**src/rtl/layer_xfer_ctrl_pkg.sv**
```systemverilog
// Shared types for the layer transfer controller: FSM states, index width
// and the (col,row,ch) index triple used by the counter and the delay line.
package layer_xfer_ctrl_pkg;

  localparam int IDX_W = 16;

  typedef logic [IDX_W-1:0] idx_t;

  // Packed so a whole triple can be registered or compared in one step.
  typedef struct packed {
    idx_t ch;
    idx_t row;
    idx_t col;
  } idx3_t;

  typedef enum logic [2:0] {
    ST_IDLE,
    ST_COMPUTE,
    ST_WAIT,
    ST_XFER,
    ST_DRAIN
  } state_t;

endpackage

```
**src/rtl/layer_xfer_ctrl_idx_counter3.sv**
```systemverilog
// Nested col/row/channel counter. Column runs fastest; each field wraps at
// its maximum and the whole triple returns to (0,0,0) after the last index.
module idx_counter3
  import layer_xfer_ctrl_pkg::*;
#(
  parameter int NUM_CH = 16,
  parameter int DIM    = 26
) (
  input  logic  clk,
  input  logic  reset,
  input  logic  en,
  input  logic  clr,
  output idx3_t idx,
  output logic  last
);

  localparam idx_t COL_MAX = idx_t'(DIM - 1);
  localparam idx_t ROW_MAX = idx_t'(DIM - 1);
  localparam idx_t CH_MAX  = idx_t'(NUM_CH - 1);

  idx3_t idx_q, idx_d;
  logic  col_last, row_last, ch_last;

  assign col_last = (idx_q.col == COL_MAX);
  assign row_last = (idx_q.row == ROW_MAX);
  assign ch_last  = (idx_q.ch  == CH_MAX);
  assign last     = col_last && row_last && ch_last;
  assign idx      = idx_q;

  // Next index: clear wins, otherwise step col and carry into row and channel.
  always_comb begin
    // NOTE: every always_comb output gets a default first so no path leaves it unassigned (no latch).
    idx_d = idx_q;
    if (clr) begin
      idx_d = '0;
    end else if (en) begin
      if (!col_last) begin
        idx_d.col = idx_q.col + 16'd1;
      end else begin
        idx_d.col = '0;
        if (!row_last) begin
          idx_d.row = idx_q.row + 16'd1;
        end else begin
          idx_d.row = '0;
          idx_d.ch  = ch_last ? '0 : idx_q.ch + 16'd1;
        end
      end
    end
  end

  // Index register.
  always_ff @(posedge clk or negedge reset) begin
    // NOTE: sequential state uses non-blocking (<=) so all flops update together at the edge.
    if (!reset) idx_q <= '0;
    else        idx_q <= idx_d;
  end

endmodule

```
**src/rtl/layer_xfer_ctrl.sv**
```systemverilog
// Layer transfer controller: kicks the producer layer, waits for its output to
// be valid, then streams every output element into the consumer's input
// memory, compensating for the producer memory read latency with a delay line.
module layer_xfer_ctrl
  import layer_xfer_ctrl_pkg::*;
#(
  parameter int NUM_CH   = 16,
  parameter int DIM      = 26,
  parameter int READ_LAT = 1
) (
  input  logic        clk,
  input  logic        reset,
  input  logic        start,
  output logic        busy,
  output logic        done,
  output logic        layer_start,
  input  logic        layer_done,
  output logic [15:0] rd_index0,
  output logic [15:0] rd_index1,
  output logic [15:0] rd_index2,
  output logic [15:0] wr_index0,
  output logic [15:0] wr_index1,
  output logic [15:0] wr_index2,
  output logic        wr_en
);

  localparam logic [2:0] DRAIN_LAST = 3'(READ_LAT - 1);

  state_t     state_q, state_d;
  logic [2:0] drain_q, drain_d;
  logic       busy_q, busy_d;
  logic       done_q, done_d;
  logic       ls_q, ls_d;

  idx3_t rd_idx;
  logic  rd_last;
  logic  cnt_en;

  // Read-side counter only runs while transferring; it is parked at zero
  // otherwise, which also keeps rd_index at 0 outside XFER.
  assign cnt_en = (state_q == ST_XFER);

  idx_counter3 #(
    .NUM_CH(NUM_CH),
    .DIM   (DIM)
  ) u_idx_counter3 (
    .clk  (clk),
    .reset(reset),
    .en   (cnt_en),
    .clr  (!cnt_en),
    .idx  (rd_idx),
    .last (rd_last)
  );

  // Next-state and next-output decode; outputs are derived from the next state
  // so they come straight out of flops.
  always_comb begin
    state_d = state_q;
    drain_d = drain_q;
    case (state_q)
      ST_IDLE:    if (start) state_d = ST_COMPUTE;
      ST_COMPUTE: state_d = ST_WAIT;
      ST_WAIT:    if (layer_done) state_d = ST_XFER;
      ST_XFER: begin
        if (rd_last) begin
          state_d = ST_DRAIN;
          drain_d = '0;
        end
      end
      ST_DRAIN: begin
        if (drain_q == DRAIN_LAST) state_d = ST_IDLE;
        else                       drain_d = drain_q + 3'd1;
      end
      default: state_d = ST_IDLE;
    endcase
    busy_d = (state_d != ST_IDLE);
    ls_d   = (state_d == ST_COMPUTE);
    done_d = (state_d == ST_DRAIN) && (drain_d == DRAIN_LAST);
  end

  // FSM state and registered control outputs.
  always_ff @(posedge clk or negedge reset) begin
    if (!reset) begin
      state_q <= ST_IDLE;
      drain_q <= '0;
      busy_q  <= 1'b0;
      done_q  <= 1'b0;
      ls_q    <= 1'b0;
    end else begin
      state_q <= state_d;
      drain_q <= drain_d;
      busy_q  <= busy_d;
      done_q  <= done_d;
      ls_q    <= ls_d;
    end
  end

  // Read-latency delay line: valid bits shift every cycle, indices only move
  // with a valid entry so the output index holds its last written value.
  logic  line_v_q   [READ_LAT];
  logic  line_v_d   [READ_LAT];
  idx3_t line_idx_q [READ_LAT];
  idx3_t line_idx_d [READ_LAT];

  // Delay line next values.
  always_comb begin
    line_v_d   = line_v_q;
    line_idx_d = line_idx_q;
    line_v_d[0] = cnt_en;
    if (cnt_en) line_idx_d[0] = rd_idx;
    for (int k = 1; k < READ_LAT; k++) begin
      line_v_d[k] = line_v_q[k-1];
      if (line_v_q[k-1]) line_idx_d[k] = line_idx_q[k-1];
    end
  end

  // Delay line registers.
  always_ff @(posedge clk or negedge reset) begin
    if (!reset) begin
      // NOTE: this small array is reset on purpose; an aborted run must leave no valid write behind.
      for (int k = 0; k < READ_LAT; k++) begin
        line_v_q[k]   <= 1'b0;
        line_idx_q[k] <= '0;
      end
    end else begin
      line_v_q   <= line_v_d;
      line_idx_q <= line_idx_d;
    end
  end

  assign busy        = busy_q;
  assign done        = done_q;
  assign layer_start = ls_q;
  assign rd_index0   = rd_idx.col;
  assign rd_index1   = rd_idx.row;
  assign rd_index2   = rd_idx.ch;
  assign wr_en       = line_v_q[READ_LAT-1];
  assign wr_index0   = line_idx_q[READ_LAT-1].col;
  assign wr_index1   = line_idx_q[READ_LAT-1].row;
  assign wr_index2   = line_idx_q[READ_LAT-1].ch;

endmodule

```
**config.mk**
```make
export PLATFORM = sky130hd
export DESIGN_NAME = layer_xfer_ctrl
export DESIGN_NICKNAME = d
export VERILOG_FILES = /design/src/rtl/layer_xfer_ctrl_pkg.sv /design/src/rtl/layer_xfer_ctrl_idx_counter3.sv /design/src/rtl/layer_xfer_ctrl.sv
export SDC_FILE = /design/constraint.sdc
export NUM_CORES = 1
export LEC_CHECK = 0
export CAP_MARGIN = 20
export CORE_MARGIN = 2
export CORE_UTILIZATION = 51
export DETAILED_ROUTE_END_ITERATION = 7
export GPL_TIMING_DRIVEN = 0
export PLACE_DENSITY = 0.8
export SLEW_MARGIN = 20
export SYNTH_ARGS = -nofsm -noshare
export SYNTH_HDL_FRONTEND = slang
export SYNTH_SLANG_ARGS = --single-unit
export TNS_END_PERCENT = 1
```
**constraint.sdc**
```tcl
create_clock -name clk -period 2.8 [get_ports clk]
set_input_delay 0.42 -clock clk [delete_from_list [all_inputs] [get_ports clk]]
set_output_delay 0.42 -clock clk [all_outputs]
set_load 0.005 [all_outputs]
```
=== Yosys cells after proc, flatten, opt, wreduce, memory -nomap -nowiden ===
Cells that the tools add are included.

* Flip-flop bits (word level): 106
* Logic and storage cells: 49
* Bits of input ports: 4

* Equality and inequality tests: 11
* Multiplexer cells: 14
* Reduce and logical (&&, ||, !) cells: 8
* $add $sub $neg: 4

{| class="wikitable"
|+ Operators by type and width
! operator !! count
|-
| two-way mux 16 bit || 4
|-
| adder 16 x 1 -> 16 bit (second input constant) || 3
|-
| two-way mux 48 bit || 1
|-
| equality test 16 x 5 -> 1 bit (second input constant) || 2
|-
| two-way mux 32 bit || 1
|-
| two-way mux 3 bit || 6
|-
| equality test 16 x 4 -> 1 bit (second input constant) || 1
|-
| one-hot mux 3 bit (5 select lines) || 1
|-
| logical NOT 3 bit || 3
|-
| equality test 3 x 1 -> 1 bit (second input constant) || 2
|-
| equality test 3 x 2 -> 1 bit (second input constant) || 2
|-
| equality test 3 bit (second input constant) || 2
|-
| one-hot mux 3 bit (2 select lines) || 1
|-
| inequality test 2 x 1 -> 1 bit (second input constant) || 2
|-
| adder 3 x 1 -> 3 bit (second input constant) || 1
|-
| logical AND 1 bit || 3
|-
| nonzero test 3 bit || 1
|-
| AND reduction 2 bit || 1
|}

=== Logic depth before layout (Yosys ltp) ===
Gate-level depths: netlist of the first run.

* Word-level depth: 7
* Depth in mapped cells: 9
* Gate-level depth less buffers: 7

=== Hierarchy ===
From an unflattened synthesis of the first run, not the netlist that was laid out.

* Cell total of the unflattened synthesis: 549
* Area, all modules: 5,017.3 um^2

{| class="wikitable"
|+ By module, submodules not included
! module !! area an instance (um^2) !! cells each !! instances
|-
| idx_counter3 || 2,766.4 || 305 || 1
|-
| layer_xfer_ctrl || 2,250.9 || 244 || 1
|}

=== Worst setup path after synthesis of the first run ===
OpenSTA, ideal clock, no wires.

* Path type: register -> register
* Start: reg u_idx_counter3.idx_q (netlist bit u_idx_counter3.idx[32])
* End: reg u_idx_counter3.idx_q (netlist bit u_idx_counter3.idx[37])
* Clock period less this slack: 2.068 ns
* Path slack: 0.732 ns
* Stages on the path, launching flop included: 8
* Setup time: 0.076 ns
* Arrival: 1.991 ns
* Required time: 2.724 ns
* Path through: dfrtp_1 > ha_1 > and3_1 > and4_1 > or3_1 > buf_2 > or4_1 > o21ai_1

* Longest elaborated chain between the ends: 5
* Elaborated cells on any way between the ends: 6
* Those cells by class: 1 x add/sub; 1 x eq/ne; 4 x mux

{| class="wikitable"
|+ RTL lines
! what !! line !! source
|-
| start: declaration || layer_xfer_ctrl_idx_counter3.sv:21 || <nowiki>idx3_t idx_q, idx_d;</nowiki>
|-
| start signal: assignment || layer_xfer_ctrl_idx_counter3.sv:55 || <nowiki>else idx_q <= idx_d;</nowiki>
|-
| adder 16 x 1 -> 16 bit or equality test 16 x 4 -> 1 bit (tied branches) || layer_xfer_ctrl_idx_counter3.sv:45, layer_xfer_ctrl_idx_counter3.sv:26 ||
|-
| two-way mux 16 bit (*) || layer_xfer_ctrl_idx_counter3.sv:45 || <nowiki>idx_d.ch = ch_last ? '0 : idx_q.ch + 16'd1;</nowiki>
|-
| two-way mux 16 bit (*) || layer_xfer_ctrl_idx_counter3.sv:41 || <nowiki>if (!row_last) begin</nowiki>
|-
| two-way mux 32 bit (*) || layer_xfer_ctrl_idx_counter3.sv:37 || <nowiki>if (!col_last) begin</nowiki>
|-
| two-way mux 48 bit (*) || layer_xfer_ctrl_idx_counter3.sv:34 || <nowiki>if (clr) begin</nowiki>
|}

Mark *: on every way between the ends. The rest lies on a longest branch, timed or not. The select of a mux whose other input is x is not followed.
A chain may end at the register's enable or synchronous reset.

==> metrics.txt, run 1 <==
status complete, no violations; Slew headroom 56.3%; GP Congestion 0.882; Setup crit end kind register; First-pass DRT Iterations 5; first-pass GRT wire length approximately 21000 um; Leakage 2.85 nW; Non-Filler Instances roughly 800; period utilisation layout 88.8%; initial drt markers approximately 280; placed instance count around 760; Post-synth EDFFs 0; clk_lat worst skew about 0.36 ns; Synth cell types 46; dpl ws 0.356 ns; io pins 104; die height 101 um; Avg Inst Size Synth 9.13 sq um; syn nets 541; Routed WL 12800 um; pin count of the biggest net entering global routing 59; CTS Hold Bufs 1; Max Clock Skew approximately 0.009 ns; ys flop type dfrtp_1; CP Class register to register; Post-DRT Antenna Nets 0; pwr dens 522 mW/mm^2; RSZ-0062 raised after global routing no; Syn. warnings 0; Worst-Margin Slew between 0.6 and 0.7 ns; Synth top area share 54.8%; post-cts sizing count 0; initial antenna violation count 0; GR Overflow Total 0; fin util 67.6%; Tightest Hold Check Type register to register; Final min period 2.49 ns; share of layout cells above drive strength 1 about 5.8%; Final Setup Violations 0; Post-layout nets 657; hold depth 2; H-tree Lvls 3; Fill cells about 770; routed vias/inst 5.45; die area 0.0103 sq mm; Core Footprint 0.00924 sq mm; Post-Place Cell Area 0.00606 sq mm; Initial Util 52.4%; Setup Buffers After CTS 0; CTS tree yes; Max Slew Vio Count 0; largest area contributor in the netlist dfrtp_1; VDD IR-drop max 0.386 mV; register area share after synthesis 54.8%; FFs w/ async S/R, synth 100%; Layout area overhead 29.1%; endpoints failing hold 0; Num Clock Sinks 106; Worst Reg-to-Reg Cells 8; synth top area cells dfrtp_1 (55%), nand2_1 (13%), nor2_1 (3.7%); CTS clock-pin slew for the worst setup and hold paths 0.10 ns; design area roughly 0.0062 sq mm; max-cap viol count 0; clock root cell clkbuf_8; fmax between 400 and 500 MHz; CP Data Required Time 3.04 ns; antenna cells 0; GRT Util Overall roughly a quarter; critical-path maximum fanout 10; die width 101 um; number of global-route vias before repair 4075; Worst Setup Slack, final 0.314 ns; FF+latch count, synth 106; Power, Total 3.26 mW; dpl hpwl 9030 um; CP Launch Type register; Post-Synthesis Cells between 500 and 600; CP arrival around 2.7 ns; # DRC 0; synthesized area a little under 0.005 sq mm; Port Buffer Count approximately 100; Inserted Clock Buffers 9; WL/cell ~16 um; Vias between 4000 and 5000; Core Rows 35; Max Root-Sink Buffers 2
-- final cells by class --
| class | instances | area [sq um] | area share [%] |
|---|---|---|---|
| buffer | 27 | 114 | 1.82 |
| clock buffer | 11 | 141 | 2.26 |
| clock inverter | 5 | 37.5 | 0.601 |
| inverter | 8 | 30.0 | 0.480 |
| multi-input combinational | 389 | 2040 | 32.7 |
| sequential | 106 | 2650 | 42.4 |
| tap | 129 | 161 | 2.58 |
| timing repair buffer | 105 | 1070 | 17.1 |
-- worst paths after layout --
| check | from | endpoint | slack (ns) |
|---|---|---|---|
| max reg2reg | u_idx_counter3.idx[7] | u_idx_counter3.idx[13] | 0.31 |
| min | wr_index2[2] | wr_index2[2] | 0.48 |
| max in group asynchronous | reset | u_idx_counter3.idx[12] | 1.62 |
| min in group asynchronous | reset | wr_index2[10] | 0.55 |
| max | u_idx_counter3.idx[7] | u_idx_counter3.idx[13] | 0.31 |
| min reg2reg | wr_index2[2] | wr_index2[2] | 0.48 |
-- per-stage QoR --
step | setup TNS, ns | hold WS (ns)
after floorplan | 0 | 0.124
after global placement | -275.29 | 0.459
after detailed placement | 0 | 0.383
after CTS | 0 | 0.485
after global routing | 0 | 0.502
final | 0 | 0.480
-- cell usage after synthesis (all sizes together), types with 4 or more instances --
library cell and number:
nor2 48, xnor2 16, nand4 17, clkbuf 12
ha 7, mux2i 5, dfrtp 106, buf 15
or3 7, nand2 165, inv 8, or4 6
a21oi 18, o22ai 4, xor2 7, o21ai 15
nand3 14, nor3 14, nor4 11
-- where the power goes --
part | internal [mW] | switching (mW)
logic | 0.329 | 0.246
registers | 1.66 | 0.158
clock network | 0.352 | 0.522
-- kinds of logic after synthesis --
family / count (synthesis) / share of synthesized area [%]
and+or+nand+nor: 299 / 28.4
DFF: 106 / 54.8
AOI/OAI and AO/OA: 55 / 6.85
buffers and inverters: 35 / 2.97
xor gates and xnor gates: 23 / 4.16
adders and majority gates: 7 / 1.81
muxes: 5 / 1.03
-- registers in the layout, summed over array words and instances (netlist names) --
name                flops
wr_en                   1
busy                    1
u_idx_counter3.idx     48
wr_index2              16
layer_start             1
wr_index1              16
wr_index0              16
state_q                 3
drain_q                 3
done                    1
-- routing by layer --
metal	part of all wire (%)	vias up	routed length [um]	global-route usage [%]
li1	-	2029	-	-
met1	45	2047	5710	36.6
met2	48	155	6080	42.2
met3	6.0	20	763	4.90
met4	1.7	0	216	8.00
met5	0	-	0	0
-- critical path, cell delays in order (launching register included) --
cell	delay, ns
dfrtp_1	0.41
buf_2	0.17
nor4_1	0.28
nand4_1	0.20
buf_2	0.23
buf_2	0.21
nand2_1	0.31
clkbuf_1	0.42
nor2_1	0.12
-- layout by cell type (no fill, tap or decap), drive strengths merged, types with 5 or more instances in the layout --
master / n
a21oi: 18
buf: 17
clkbuf: 23
clkdlybuf4s50: 102
dfrtp: 106
ha: 7
inv: 9
mux2i: 5
nand2: 165
nand3: 14
nand4: 17
nor2: 48
nor3: 14
nor4: 11
o21ai: 15
or3: 7
or4: 6
xnor2: 16
xor2: 7
Note: power is estimated with default switching activity, not from simulation.
==> run 2, diff against run 1 <==
--- a/config.mk
+++ b/config.mk
@@ -10,7 +10,7 @@
 export CORE_UTILIZATION = 51
 export DETAILED_ROUTE_END_ITERATION = 7
 export GPL_TIMING_DRIVEN = 0
-export PLACE_DENSITY = 0.8
+export PLACE_DENSITY = 0.88
 export SLEW_MARGIN = 20
 export SYNTH_ARGS = -nofsm -noshare
 export SYNTH_HDL_FRONTEND = slang
==> metrics.txt, run 2 (synthesis results as in run 1) <==
Vias 4340 (+2.1%); fin util 67.9% (+0.26 points); initial drt markers 236 (-14%); Post-layout nets 657 (unchanged); internal cell power 2.43 mW (+3.7%); die width 101 um (unchanged); TNS Setup 0 ns (unchanged); Layout area overhead 29.6%; Largest delay share family, worst path buffers and inverters; CP Data Required Time 3.11 ns (+0.07 ns); most frequent cells in the layout nand2_1 (165), dfrtp_1 (106), clkdlybuf4s50_1 (102); # DRC 0 (unchanged); WL/cell 16.7 um (+1.7%); critical-path cell list nand2_1 -> or2_2 -> clkbuf_1 -> clkbuf_1 -> clkbuf_1 -> nand2_1 -> nand2_1; Non-Filler Instances 780 (unchanged); Setup crit start state_q[0]; clk_lat worst skew 0.37 ns (about the same); Power, Total 3.36 mW (+3.0%); HP Start wr_index2[4]; Tightest Hold Check Type register to register; Num Clock Sinks 106 (unchanged); CTS tree yes; CP Class register to register; GP Congestion 0.915 (+3.8%); Final min period 2.48 ns (-0.0103 ns); fmax 404 MHz (+0.42%); post-cts sizing count 0 (unchanged); commonest non-fill, non-tap cell in the layout nand2_1; period utilisation layout 88.4% (-0.37 points); max reg flops 48 (unchanged); Slew headroom 57.7% (+1.3 points); Net Sw Frac 27.8% (-0.54 points); die height 101 um (unchanged); Core Footprint 0.00924 sq mm (unchanged); io pins 104 (unchanged); Port Buffer Count 103 (unchanged); design area 0.00627 sq mm (+0.38%); critical-path maximum fanout 10 (unchanged); GR Overflow Total 0 (unchanged); clock root cell clkbuf_8; critical path's slowest cell clkbuf_1; pin count of the biggest net entering global routing 63 (+6.8%); P_sw 0.934 mW (+0.99%); CP Launch Type register; first-pass GRT wire length 21100 um (+0.36%); initial antenna violation count 0 (unchanged); antenna cells 0 (unchanged); CP arrival 2.79 ns (+0.07 ns); Core Rows 35 (unchanged); RSZ-0062 raised after global routing no; VDD IR-drop max 0.406 mV (+5.0%); status complete, no violations; combinational share of power 17.1% (-0.5 points); Post-DRT Antenna Nets 0 (unchanged); number of global-route vias before repair 4169 (+2.3%); placed instance count 763 (unchanged); Min Hold Slack 0.482 ns (+0.00216 ns); dpl hpwl 9110 um (+0.90%); Buffers & Inverters on Critical Path 3 (-1); worst r2r src state_q[0]; Inserted Clock Buffers 9 (unchanged); CTS clock-pin slew for the worst setup and hold paths 0.10 ns (about the same); Worst-Margin Slew 0.635 ns (-0.0175 ns); dpl ws 0.431 ns (+0.0754 ns); Setup crit end kind register; Max Root-Sink Buffers 2 (unchanged); Routed WL 13000 um (+1.7%); Post-Place Cell Area 0.00606 sq mm (unchanged); sequential share of power 53.9% (-1.7 points); Leakage 2.86 nW (+0.22%); Largest stage delay, worst path 0.50 ns (+0.08 ns); Final Setup Violations 0 (unchanged); pwr dens 536 mW/mm^2 (+2.6%); Max Slew Vio Count 0 (unchanged); max-cap viol count 0 (unchanged); endpoints failing hold 0 (unchanged); Max Clock Skew 0.00902 ns (-0.000221 ns); First-pass DRT Iterations 4 (-1); routed vias/inst 5.56 (+2.1%); GRT Util Overall 26.3% (about the same); share of layout cells above drive strength 1 5.84% (unchanged); Clk network pwr share 28.9% (+2.1 points); Worst Setup Slack, final 0.325 ns (+0.0103 ns); Initial Util 52.4% (unchanged); H-tree Lvls 3 (unchanged); die area 0.0103 sq mm (unchanged)
## run 2: changes by cell type in the layout (fill, tap and decap cells not counted), sizes merged
cell      before  now
bufinv         0    1
clkinv         2    0
clkinvlp       2    3
## run 2: final timing paths
path	end	cells past startpoint	slack (ns)
worst max-delay path	wr_index1[9]	7	0.32
worst min-delay path	wr_index2[4]	2	0.48
min in group asynchronous	wr_index2[7]	2	0.53
worst min register to register	wr_index2[4]	2	0.48
worst max register to register	wr_index1[9]	7	0.32
max in group asynchronous	wr_index0[1]	3	1.64
## run 2: layout make-up
cell class                      instances  area (sq um)
Tap cell                              129           161
Clock buffer                           11           141
Sequential cell                       106          2650
Fill cell                             760          2970
Clock inverter                          5          61.3
Inverter                                8          30.0
Multi-Input combinational cell        389          2040
Timing Repair Buffer                  105          1070
Buffer                                 27           114
## run 2: repair_timing
action | 4_1_cts | 5_1_grt
setup buffers | 0 | 0
hold buffers | 1 | 0
endpoints found under the hold margin | 44 | 0
## run 2: per-layer routing
| metal | vias to the layer above | global-route usage, % | part of all wire (%) |
|---|---|---|---|
| met5 | - | 0 | 0 |
| met4 | 0 | 10.2 | 2.5 |
| met3 | 29 | 6.49 | 8.2 |
| met2 | 198 | 40.6 | 46 |
| met1 | 2095 | 36.2 | 43 |
| li1 | 2018 | - | - |
## run 2: power by group through the flow
stage                     combinational [mW]  clock, mW  sequential (mW)
after floorplan                        0.205          0             1.82
after global placement                 0.556          0             1.83
after detailed placement               0.579          0             1.84
after CTS                              0.584      0.989             1.81
after global routing                   0.641       1.05             1.84
final                                  0.576      0.972             1.81
## run 2: worst register-to-register path: stages, from the launching register on
cell and delay, ns:
dfrtp_1 0.46, nand2_1 0.16, or2_2 0.12, clkbuf_1 0.42
clkbuf_1 0.50, clkbuf_1 0.50, nand2_1 0.15, nand2_1 0.11
